--- src/rtl/wb_port_arbiter.sv ---
`default_nettype none
// +--------------------------------------------------------------------------+
// | wb_port_arbiter: shares the register file write port between the         |
// | pipeline (fixed priority), the MDU and the LSU (round-robin), and keeps  |
// | a pending scoreboard for long-latency destinations.                      |
// | Optional starvation guard: define WB_ARB_STARVE_GUARD_EN.                |
// | Revision: 1.0                                                            |
// +--------------------------------------------------------------------------+
module wb_port_arbiter #(
  parameter int DW         = 32,
  parameter int AW         = 5,
  parameter int STARVE_MAX = 4
) (
  input  logic          clk,
  input  logic          rst,
  input  logic          pipe_we,
  input  logic [AW-1:0] pipe_waddr,
  input  logic [DW-1:0] pipe_wdata,
  input  logic          mdu_valid,
  output logic          mdu_ready,
  input  logic [AW-1:0] mdu_waddr,
  input  logic [DW-1:0] mdu_wdata,
  input  logic          lsu_valid,
  output logic          lsu_ready,
  input  logic [AW-1:0] lsu_waddr,
  input  logic [DW-1:0] lsu_wdata,
  input  logic          issue_set,
  input  logic [AW-1:0] issue_addr,
  input  logic [AW-1:0] chk_addr1,
  input  logic [AW-1:0] chk_addr2,
  output logic          busy1,
  output logic          busy2,
  output logic          stall_req,
  output logic          rf_we,
  output logic [AW-1:0] rf_waddr,
  output logic [DW-1:0] rf_wdata
);

  localparam int c_nregs = 1 << AW;

  if (STARVE_MAX < 1 || STARVE_MAX > 15) begin : g_starve_max_check
    $error("wb_port_arbiter: STARVE_MAX must be in 1..15");
  end

  logic               r_rr_ptr;
  logic [c_nregs-1:0] r_pending;
  logic [c_nregs-1:0] w_pending_nxt;
  logic               r_rf_we;
  logic [AW-1:0]      r_rf_waddr;
  logic [DW-1:0]      r_rf_wdata;
  logic               w_mdu_gnt;
  logic               w_lsu_gnt;
  logic               w_sec_gnt;
  logic [AW-1:0]      w_sec_addr;
  logic [DW-1:0]      w_sec_data;

  // Grants are gated by rst so a request held across reset is not consumed.
  assign w_mdu_gnt  = rst & ~pipe_we & mdu_valid & (~lsu_valid | ~r_rr_ptr);
  assign w_lsu_gnt  = rst & ~pipe_we & lsu_valid & (~mdu_valid |  r_rr_ptr);
  assign w_sec_gnt  = w_mdu_gnt | w_lsu_gnt;
  assign w_sec_addr = w_mdu_gnt ? mdu_waddr : lsu_waddr;
  assign w_sec_data = w_mdu_gnt ? mdu_wdata : lsu_wdata;

  assign mdu_ready = w_mdu_gnt;
  assign lsu_ready = w_lsu_gnt;
  assign busy1     = (chk_addr1 != '0) & r_pending[chk_addr1];
  assign busy2     = (chk_addr2 != '0) & r_pending[chk_addr2];
  assign rf_we     = r_rf_we;
  assign rf_waddr  = r_rf_waddr;
  assign rf_wdata  = r_rf_wdata;

  // Clear first, then set, so an issue in the same cycle as the returning write wins.
  always_comb begin
    w_pending_nxt = r_pending;
    if (w_sec_gnt) w_pending_nxt[w_sec_addr] = 1'b0;
    if (issue_set) w_pending_nxt[issue_addr] = 1'b1;
    w_pending_nxt[0] = 1'b0;
  end

  always_ff @(posedge clk) begin
    if (!rst) begin
      r_pending  <= '0;
      r_rr_ptr   <= 1'b0;
      r_rf_we    <= 1'b0;
      r_rf_waddr <= '0;
      r_rf_wdata <= '0;
    end else begin
      r_pending <= w_pending_nxt;
      if (pipe_we) begin
        r_rf_we    <= (pipe_waddr != '0);
        r_rf_waddr <= pipe_waddr;
        r_rf_wdata <= pipe_wdata;
      end else if (w_sec_gnt) begin
        r_rf_we    <= (w_sec_addr != '0);
        r_rf_waddr <= w_sec_addr;
        r_rf_wdata <= w_sec_data;
      end else begin
        r_rf_we <= 1'b0;
      end
      if (w_mdu_gnt)      r_rr_ptr <= 1'b1;
      else if (w_lsu_gnt) r_rr_ptr <= 1'b0;
    end
  end

`ifdef WB_ARB_STARVE_GUARD_EN
  localparam logic [3:0] c_starve_max = 4'(STARVE_MAX);

  logic [3:0] r_starve_cnt;
  logic [3:0] w_starve_nxt;
  logic       r_stall;

  always_comb begin
    w_starve_nxt = r_starve_cnt;
    if (w_sec_gnt || !(mdu_valid || lsu_valid))
      w_starve_nxt = '0;
    else if (pipe_we && r_starve_cnt < c_starve_max)
      w_starve_nxt = r_starve_cnt + 4'd1;
  end

  // Stall asserts on the edge the count saturates and drops on the edge after a grant.
  always_ff @(posedge clk) begin
    if (!rst) begin
      r_starve_cnt <= '0;
      r_stall      <= 1'b0;
    end else begin
      r_starve_cnt <= w_starve_nxt;
      if (w_sec_gnt)                         r_stall <= 1'b0;
      else if (w_starve_nxt == c_starve_max) r_stall <= 1'b1;
    end
  end

  assign stall_req = r_stall;
`else
  assign stall_req = 1'b0;
`endif

endmodule
`default_nettype wire

--- config.mk ---
export PLATFORM = sky130hd
export DESIGN_NAME = wb_port_arbiter
export DESIGN_NICKNAME = d
export VERILOG_FILES = /design/src/rtl/wb_port_arbiter.sv
export SDC_FILE = /design/constraint.sdc
export NUM_CORES = 1
export LEC_CHECK = 0
export ABC_AREA = 1
export CAP_MARGIN = 20
export CORE_MARGIN = 2
export CORE_UTILIZATION = 30
export DETAILED_ROUTE_END_ITERATION = 12
export GPL_ROUTABILITY_DRIVEN = 0
export PLACE_DENSITY = 0.69
export SLEW_MARGIN = 25
export SYNTH_ARGS = -nofsm -noshare
export SYNTH_HDL_FRONTEND = slang
export SYNTH_SLANG_ARGS = --single-unit
--- constraint.sdc ---
create_clock -name clk -period 1.7 [get_ports clk]
set_input_delay 0.34 -clock clk [delete_from_list [all_inputs] [get_ports clk]]
set_output_delay 0.34 -clock clk [all_outputs]
set_load 0.05 [all_outputs]
==> flow_summary.ini, run 1 <==
[cts]
htreeDepth = 3
clkTransAtPathRegs_ns = 0.05
cts_hold_buffers = 0
ctsLongestPathBuffers = 2
cts.sinks = 70
cts_root_buffer = clkbuf_16
cts_buffers = 9
clock_latency_ns = 0.33
cts_tree = built

[detailed_routing]
wire_per_inst_um = 14.7
vias = 5072
drt_pass1_iterations = 5
ant_nets = 0
finalWirelength_mm = 15.4
first_iter_violations = 244
drc = 0
vias_per_cell = 4.84

[timing]
setup_viol = 2
period_minus_slack_ns = 1.76
fmax_ghz = 0.568
finalHoldViolCount = 0
worstMarginPinSlew_ns = 0.606
rsz0062_at_grt = yes
slew_headroom_pct = 59.6
clock_skew_ns = 0.00529
setup_tns_ns = -0.107
slew_violations = 0
post-route-period-util_pct = 104
setup_slack_ns = -0.0599

[synthesis]
post-synth-top-count-cell = nand2_1
synthArstFlopShare_pct = 0
synth_fp_nets = 774
synth_warnings = 0
syn_area_mm2 = 0.00414
synth_edf_count = 0
syn_area_per_cell_um2 = 6.45
synth_seq_cells = 70
netlist_top_cells_area = dfxtp_1, nand2_1, o21ai_0
synth_commonest_cells = nand2_1, dfxtp_1, o21ai_0, nor2_1, a21oi_1
synthDistinctLibCells = 34
synth_top_area_cell = dfxtp_1
synth_cells = 642
synthFlopType = dfxtp_1
netlist.area_leader.share_pct = 33.8
yosysSeqAreaShare_pct = 33.8

[global_routing]
grt_pass1_wl_mm = 24.4
antenna_found_initial = 0
grt_pass1_vias = 5032
grt_overflow = 0
grt_max_degree = 56
grt_usage_pct = 21.2

[setup_path]
crit_path_end_kind = primary output
cp_cell_sequence = inv_1, a21oi_1, o21ai_0, o21ai_0, nand2_1, nand3_1, nand2_1, nand2_2, buf_12
r2r-end = r_pending[16]
crit_fanout = 2
worst_ep_required_time_ns = 1.36
rr_worst_depth = 11
startpoint_type = register
critPathMaxStageDelay_ns = 0.33
r2r_setup_slack_ns = 0.13
criticalPathCategory = register to primary output
arrival_ns = 1.42
crit_slowest_cell = dfxtp_2
timing.rr.start = r_rr_ptr

[placed_design]
placed_cell_area_mm2 = 0.00638
dp_hpwl_mm = 11.7
numPortBuffers = 173

[outcome]
run_status = complete, but fails checks
violations = negative setup slack

[floorplan]
core_region_area_mm2 = 0.0133
ios = 175
die_y_um = 121
rows = 42
die_w_um = 121
design.die.area_mm2 = 0.0148
initial_core_util_pct = 31.0

[layout]
finalNetCount = 1001
fillers = 1307
diodes = 0
final_cell_area_mm2 = 0.00692
area_growth_pct = 67.0
final_core_util_pct = 51.8
drive_above_1_share_pct = 24.3

[power_and_ir_drop]
vdd_ir_drop_max_mv = 0.477
p_per_area_mw_per_mm2 = 716
leakagePower_nw = 2.74

[min_path]
min_path_type = register to register
worstHoldStart = r_pending[29]
hold-path-endpoint = r_pending[29]
min_delay_path_depth = 2

[run]
cap_viol_max_count = 0
[final cells by class]
type	instances	area (um^2)	share of cell area, %
tap	176	220	3.18
sequential	70	1410	20.4
multi-input combinational	496	2510	36.3
clock buffer	13	270	3.91
inverter	42	163	2.35
timing repair buffer	250	2330	33.8
clock inverter	1	5.00	0.0724
[stage by stage]
stage	instances	hold WS (ns)	total power [mW]	setup WS (ns)
detailed placement	1019	0.457	3.18	-0.450
finish	1048	0.465	4.95	-0.0599
global route	1048	0.477	5.17	-0.160
CTS	1040	0.466	4.95	-0.0708
floorplan	642	0.439	2.49	0.0170
global placement	1019	0.450	3.17	-0.452
[cells in the final DEF (no fill, tap or decap), types with 5 or more instances in the layout]
master           instances
nor3_1                  10
nand3_1                 23
inv_1                   32
clkdlybuf4s50_1        119
dlygate4sd2_1            6
nand2_2                 16
a31oi_1                 38
or2_2                   11
buf_4                  101
o211ai_1                19
clkbuf_16                9
dfxtp_1                 64
nand4_1                  7
nand2_1                191
nor2_1                  46
a21oi_1                 38
dfxtp_2                  5
inv_2                    6
buf_12                  10
o21ai_0                 45
nor2_4                   8
o21ai_1                 11
buf_6                    6
a21oi_2                  5
nor2_2                   9
[where the power goes]
part	internal, mW	total [mW]	switching, mW
combinational	0.661	1.44	0.782
sequential	1.72	1.77	0.0492
clock	1.09	1.73	0.646
total	3.47	4.95	1.48
[cells by family (layout without fill, tap and decap cells)]
kind of cell / count (synthesis) / after routing / synth area share, %
simple gates: 333 / 333 / 35.6
other cells: 1 / 1 / 0.0905
buf+inv: 76 / 306 / 7.98
flops: 70 / 70 / 33.8
compound gates: 162 / 162 / 22.5
[worst max path at each step]
stage / from / end / slack [ns]
global route: r_pending[17] / busy1 / -0.16
floorplan: chk_addr1[1] / busy1 / 0.02
global placement: chk_addr2[1] / busy2 / -0.45
detailed placement: chk_addr1[0] / busy1 / -0.45
finish: r_pending[21] / busy1 / -0.06
CTS: r_pending[17] / busy2 / -0.07
[routing by layer]
metal	vias up	track usage [%]	share of wire, %
li1	2601	-	-
met1	2232	23.4	39
met2	201	37.1	50
met3	38	5.92	7.1
met4	0	10.4	3.7
met5	-	0	0
[what timing repair did]
action / 4_1_cts / 5_1_grt
pin swaps: 9 / 25
buffers inserted: 5 / 8
resized for setup: 58 / 27
gates cloned: 2 / 0
setup endpoints to repair: 27 / 33
[critical path, delay by kind of cell, from the launching register on]
kind,cells,cell delay (ns)
buffers and inverters,2,0.18
and+or+nand+nor,4,0.28
AOI/OAI and AO/OA,3,0.29
DFF,1,0.33
[flip-flops by register name, summed over array words and instances, names as in the netlist]
signal     cells
r_pending     31
rf_wdata      32
rf_we          1
rf_waddr       5
r_rr_ptr       1
Power figures use the tool's default switching activity.
==> inputs of run 2 (changes only) <==
CORE_MARGIN = default   (was 2)
SETUP_SLACK_MARGIN = 0.3   (was default)
==> run 2 against run 1 <==
  * The run still ends with negative setup slack left
  * Utilization increased by 8.3 points
  * Worst hold slack got worse by 0.0014 ns
  * Cell count increased by 2.4%
  * Non-clock buffer count increased by 23
  * Clock skew increased by 0.0016 ns
  * Fmax decreased by 1.3%
  * Sequential share of layout area decreased by 2.8 points
  * Via count increased by 7.8%
  * Wire length increased by 16%
  * First-iteration DRC count increased by 17%
  * Combinational power increased by 23%
  * Register-to-register slack got worse by 0.07 ns
==> flow_summary.ini, run 2 (synthesis gave the netlist of run 1 again) <==
[outcome]
run_status = complete, but fails checks
violations = negative setup slack

[power_and_ir_drop]
leakagePower_nw = 3.11
swShare_pct = 31.1
total_power_mw = 5.61
p_int_mw = 3.87
pwr-share-seq_pct = 31.6
p_comb_share_pct = 31.5
p_sw_mw = 1.74
power_frac_clock_pct = 36.9
p_per_area_mw_per_mm2 = 699
vdd_ir_drop_max_mv = 0.437

[floorplan]
core_region_area_mm2 = 0.0133
rows = 42
ios = 175
die_w_um = 119
initial_core_util_pct = 31.0
die_y_um = 119
design.die.area_mm2 = 0.0143

[timing]
period_minus_slack_ns = 1.78
slew_headroom_pct = 54.6
whs_ns = 0.463
finalHoldViolCount = 0
slew_violations = 0
rsz0062_at_grt = yes
setup_slack_ns = -0.0826
worstMarginPinSlew_ns = 0.681
clock_skew_ns = 0.00690
post-route-period-util_pct = 105
setup_viol = 2
fmax_ghz = 0.561

[layout]
area_growth_pct = 93.9
finalNetCount = 1024
layout_commonest_cell = nand2_1
mostFrequentLayoutCells = nand2_1, clkdlybuf4s50_1, buf_4
diodes = 0
final_core_util_pct = 60.2
final_cell_area_mm2 = 0.00803
drive_above_1_share_pct = 35.7
largest_register_ffs = 32

[setup_path]
critPathMaxStageDelay_ns = 0.33
startpoint_type = register
crit_path_end_kind = primary output
worst_ep_required_time_ns = 1.36
path_common_cell = o21ai_1
crit_fanout = 2
crit_slowest_cell = dfxtp_2
cp_top_family = flip-flops
rr_worst_depth = 10
cp.depth = 9
criticalPathCategory = register to primary output
cp_cell_sequence = inv_2, a21oi_2, o21ai_1, o21ai_1, nand2_1, nand3_2, nand2_2, nand2_4, buf_12
arrival_ns = 1.44
cp.buffers_inverters = 2

[cts]
clock_latency_ns = 0.34
cts_hold_buffers = 0
cts_tree = built
htreeDepth = 3
cts.sinks = 70
clkTransAtPathRegs_ns = 0.06
cts_buffers = 9
ctsLongestPathBuffers = 2
cts_root_buffer = clkbuf_16

[placed_design]
placed_cell_area_mm2 = 0.00647
numPortBuffers = 173
post-place-ws_ns = -0.534
dp_hpwl_mm = 11.9

[min_path]
min_delay_path_depth = 2
min_path_type = register to register

[detailed_routing]
drc = 0
first_iter_violations = 285
vias = 5466
vias_per_cell = 5.09
finalWirelength_mm = 17.9
drt_pass1_iterations = 4
ant_nets = 0
wire_per_inst_um = 16.7

[global_routing]
antenna_found_initial = 0
grt_usage_pct = 24.2
grt_pass1_wl_mm = 27.3
grt_overflow = 0
grt_pass1_vias = 5589
grt_max_degree = 56

[run]
cap_viol_max_count = 0
==> run 2: changes by cell type in the layout (fill, tap and decap cells not counted), sizes merged, moves of 2 or more <==
cell and delta:
buf +24, bufbuf +2, bufinv +2, clkinv +2, clkinvlp +2, dlygate4sd2 -6
==> run 2: worst paths after layout <==
kind	startpoint	to	slack, ns
setup / recovery	r_pending[21]	busy2	-0.08
hold reg to reg	r_pending[5]	r_pending[5]	0.46
setup reg to reg	r_rr_ptr	r_pending[23]	0.06
hold / removal	r_pending[5]	r_pending[5]	0.46
==> run 2: metrics by stage <==
| stage | TNS, ns | instances |
|---|---|---|
| after global placement | -26.28 | 1020 |
| final | -0.165 | 1073 |
| after detailed placement | -27.58 | 1020 |
| after global routing | -0.298 | 1073 |
| after CTS | -0.153 | 1059 |
| after floorplan | 0 | 642 |
==> run 2: per-layer routing <==
metal	wire [um]	share of wire, %	track usage (%)	vias to the layer above
met4	588	3.3	11.3	0
met5	0	0	0	-
li1	-	-	-	2654
met3	1180	6.6	4.90	45
met1	6600	37	25.8	2554
met2	9530	53	45.3	213
==> run 2: cell type report <==
| cell class | count | area, um^2 |
|---|---|---|
| inverter | 42 | 189 |
| sequential | 70 | 1410 |
| fill | 1148 | 5320 |
| tap | 176 | 220 |
| timing repair buffer | 273 | 2790 |
| clock buffer | 10 | 239 |
| multi-input combinational | 496 | 3100 |
| clock inverter | 6 | 85.1 |
==> run 2: timing repair <==
item / 4_1_cts / 5_1_grt
gates cloned: 6 / 1
resized for setup: 201 / 97
setup buffers: 17 / 13
endpoints found under the setup margin: 73 / 73
pin swaps: 105 / 88
==> run 2: power groups by stage <==
stage	clock [mW]	combinational, mW	sequential, mW
2_1_floorplan	0	0.491	2.04
3_3_place_gp	0	1.40	1.80
3_5_place_dp	0	1.40	1.80
4_1_cts	2.06	1.61	1.77
5_1_grt	2.13	1.87	1.78
6_report	2.07	1.77	1.77
==> run 2: worst register-to-register path, stage by stage (launching register included) <==
cell	delay (ns)
dfxtp_2	0.34
nand2_4	0.07
buf_6	0.10
buf_6	0.10
nand4_1	0.23
nand2_8	0.22
nand2_8	0.08
nor2_4	0.13
nand2_1	0.08
nand2_1	0.10
a21oi_2	0.05
==> inputs of run 3 (changes only) <==
PLACE_DENSITY = 0.71   (was 0.69)
clock period = 1.5 ns   (was 1.7 ns; I/O delays follow)
==> run 3 against run 2 <==
  * The flow still finishes with violations (negative setup slack)
  * Sequential share of layout area decreased by 0.47 points
  * Clock skew decreased by 0.0032 ns
  * Sequential cell count unchanged
  * Worst setup slack got worse by 0.16 ns
  * Combinational power increased by 20%
  * Design area increased by 4.1%
  * Via count about the same
  * Largest power group is now combinational logic
  * Highest routed layer unchanged
  * Utilization increased by 2.5 points
  * Clock-buffer cell count increased by 3
  * Critical path depth unchanged
  * Worst hold slack got worse by 0.0069 ns
  * Total power increased by 11%
==> flow_summary.ini, run 3 (synthesis gave the netlist of run 1 again) <==
[outcome]
run_status = complete, but fails checks
violations = negative setup slack

[min_path]
worstHoldStart = r_pending[17]
min_path_type = register to register
hold-path-endpoint = r_pending[17]
min_delay_path_depth = 2

[placed_design]
dp_hpwl_mm = 11.3
numPortBuffers = 173
dp_cells = 1016

[setup_path]
r2r_setup_slack_ns = -0.17
timing.rr.start = r_rr_ptr
r2r-end = r_pending[31]
cp.buffers_inverters = 2
worst_ep_required_time_ns = 1.20
cp_top_family = simple AND/OR/NAND/NOR gates
rr_worst_depth = 10
arrival_ns = 1.45
critPathMaxStageDelay_ns = 0.33
startpoint_type = register
crit_slowest_cell = dfxtp_2
crit_fanout = 2
cp_cell_sequence = inv_2, nand2_2, o211ai_1, nand3_1, nand3_1, nand3_2, nand2_2, nand2_4, buf_12
crit_path_end_kind = primary output
criticalPathCategory = register to primary output

[timing]
clock_skew_ns = 0.00371
slew_violations = 0
setup_viol = 67
period_minus_slack_ns = 1.75
post-route-period-util_pct = 116
fmax_ghz = 0.573
finalHoldViolCount = 0
rsz0062_at_grt = yes
slew_headroom_pct = 54.9
setup_slack_ns = -0.245
worstMarginPinSlew_ns = 0.676
whs_ns = 0.456

[floorplan]
design.die.area_mm2 = 0.0143
ios = 175
core_region_area_mm2 = 0.0133
initial_core_util_pct = 31.0
rows = 42
die_w_um = 119
die_y_um = 119

[layout]
final_core_util_pct = 62.6
largest_register_ffs = 32
fillers = 1098
finalNetCount = 1025
drive_above_1_share_pct = 37.0
mostFrequentLayoutCells = nand2_1, clkdlybuf4s50_1, buf_12
layout_commonest_cell = nand2_1
diodes = 0
area_growth_pct = 102
fin_cells = 1074

[cts]
cts_tree = built
htreeDepth = 3
clock_latency_ns = 0.33
cts_root_buffer = clkbuf_16
clkTransAtPathRegs_ns = 0.05
cts.sinks = 70
ctsLongestPathBuffers = 2
cts_buffers = 9

[power_and_ir_drop]
vdd_ir_drop_max_mv = 0.592
total_power_mw = 6.22
leakagePower_nw = 3.23
p_per_area_mw_per_mm2 = 744

[global_routing]
grt_max_degree = 56
grt_usage_pct = 23.6
grt_pass1_vias = 5243
antenna_found_initial = 0
grt_pass1_wl_mm = 26.4
grt_overflow = 0

[detailed_routing]
finalWirelength_mm = 17.1
vias = 5470
wire_per_inst_um = 16.0
first_iter_violations = 281
vias_per_cell = 5.09
ant_nets = 0
drc = 0
drt_pass1_iterations = 5

[run]
cap_viol_max_count = 0
## run 3: worst min-delay path, stage by stage, from the launching register on
cell	delay (ns)
dfxtp_2	0.31
nand2_1	0.05
a21oi_1	0.05
## run 3: report_power, final
| part | total (mW) | leakage [nW] | switching (mW) | internal [mW] |
|---|---|---|---|---|
| sequential | 2.06 | 0.583 | 0.0994 | 1.96 |
| combinational | 2.12 | 2.51 | 1.01 | 1.10 |
| clock | 2.05 | 0.142 | 0.797 | 1.25 |
| total | 6.22 | 3.23 | 1.91 | 4.31 |
## run 3: area by class of cell
cell class / count / area [um^2] / share of cell area (%)
multi-input combinational: 496 / 2930 / 35.0
clock buffer: 13 / 270 / 3.23
timing repair buffer: 274 / 3320 / 39.7
sequential: 70 / 1430 / 17.1
inverter: 42 / 181 / 2.17
clock inverter: 3 / 17.5 / 0.210
tap: 176 / 220 / 2.63
## run 3: worst max path at each step
stage,from,to,depth (start not counted)
2_1_floorplan,rst,r_pending[12],10
3_3_place_gp,chk_addr1[0],busy1,10
3_5_place_dp,chk_addr1[0],busy1,10
4_1_cts,r_pending[29],busy1,9
5_1_grt,r_pending[31],busy2,9
6_report,r_pending[31],busy2,9
## run 3: timing repair
item | 4_1_cts | 5_1_grt
pin swaps | 61 | 64
setup endpoints to repair | 78 | 79
cloned | 9 | 1
buffers inserted | 23 | 9
hold buffers | 0 | 0
resized for setup | 168 | 85
## run 3: stage by stage
| stage | TNS, ns | setup slack, ns | area [um^2] |
|---|---|---|---|
| final | -5.41 | -0.245 | 8360 |
| after CTS | -1.09 | -0.238 | 8000 |
| after floorplan | 0 | 0.113 | 4340 |
| after global placement | -35.75 | -0.561 | 6970 |
| after global routing | -10.48 | -0.364 | 8360 |
| after detailed placement | -35.90 | -0.596 | 6970 |
## run 3: layer usage
metal | part of all wire, % | track usage (%) | up-vias
met5 | 0 | 0 | -
met4 | 2.9 | 10.4 | 0
met3 | 7.1 | 5.56 | 36
met2 | 53 | 42.6 | 232
met1 | 37 | 26.1 | 2531
li1 | - | - | 2671
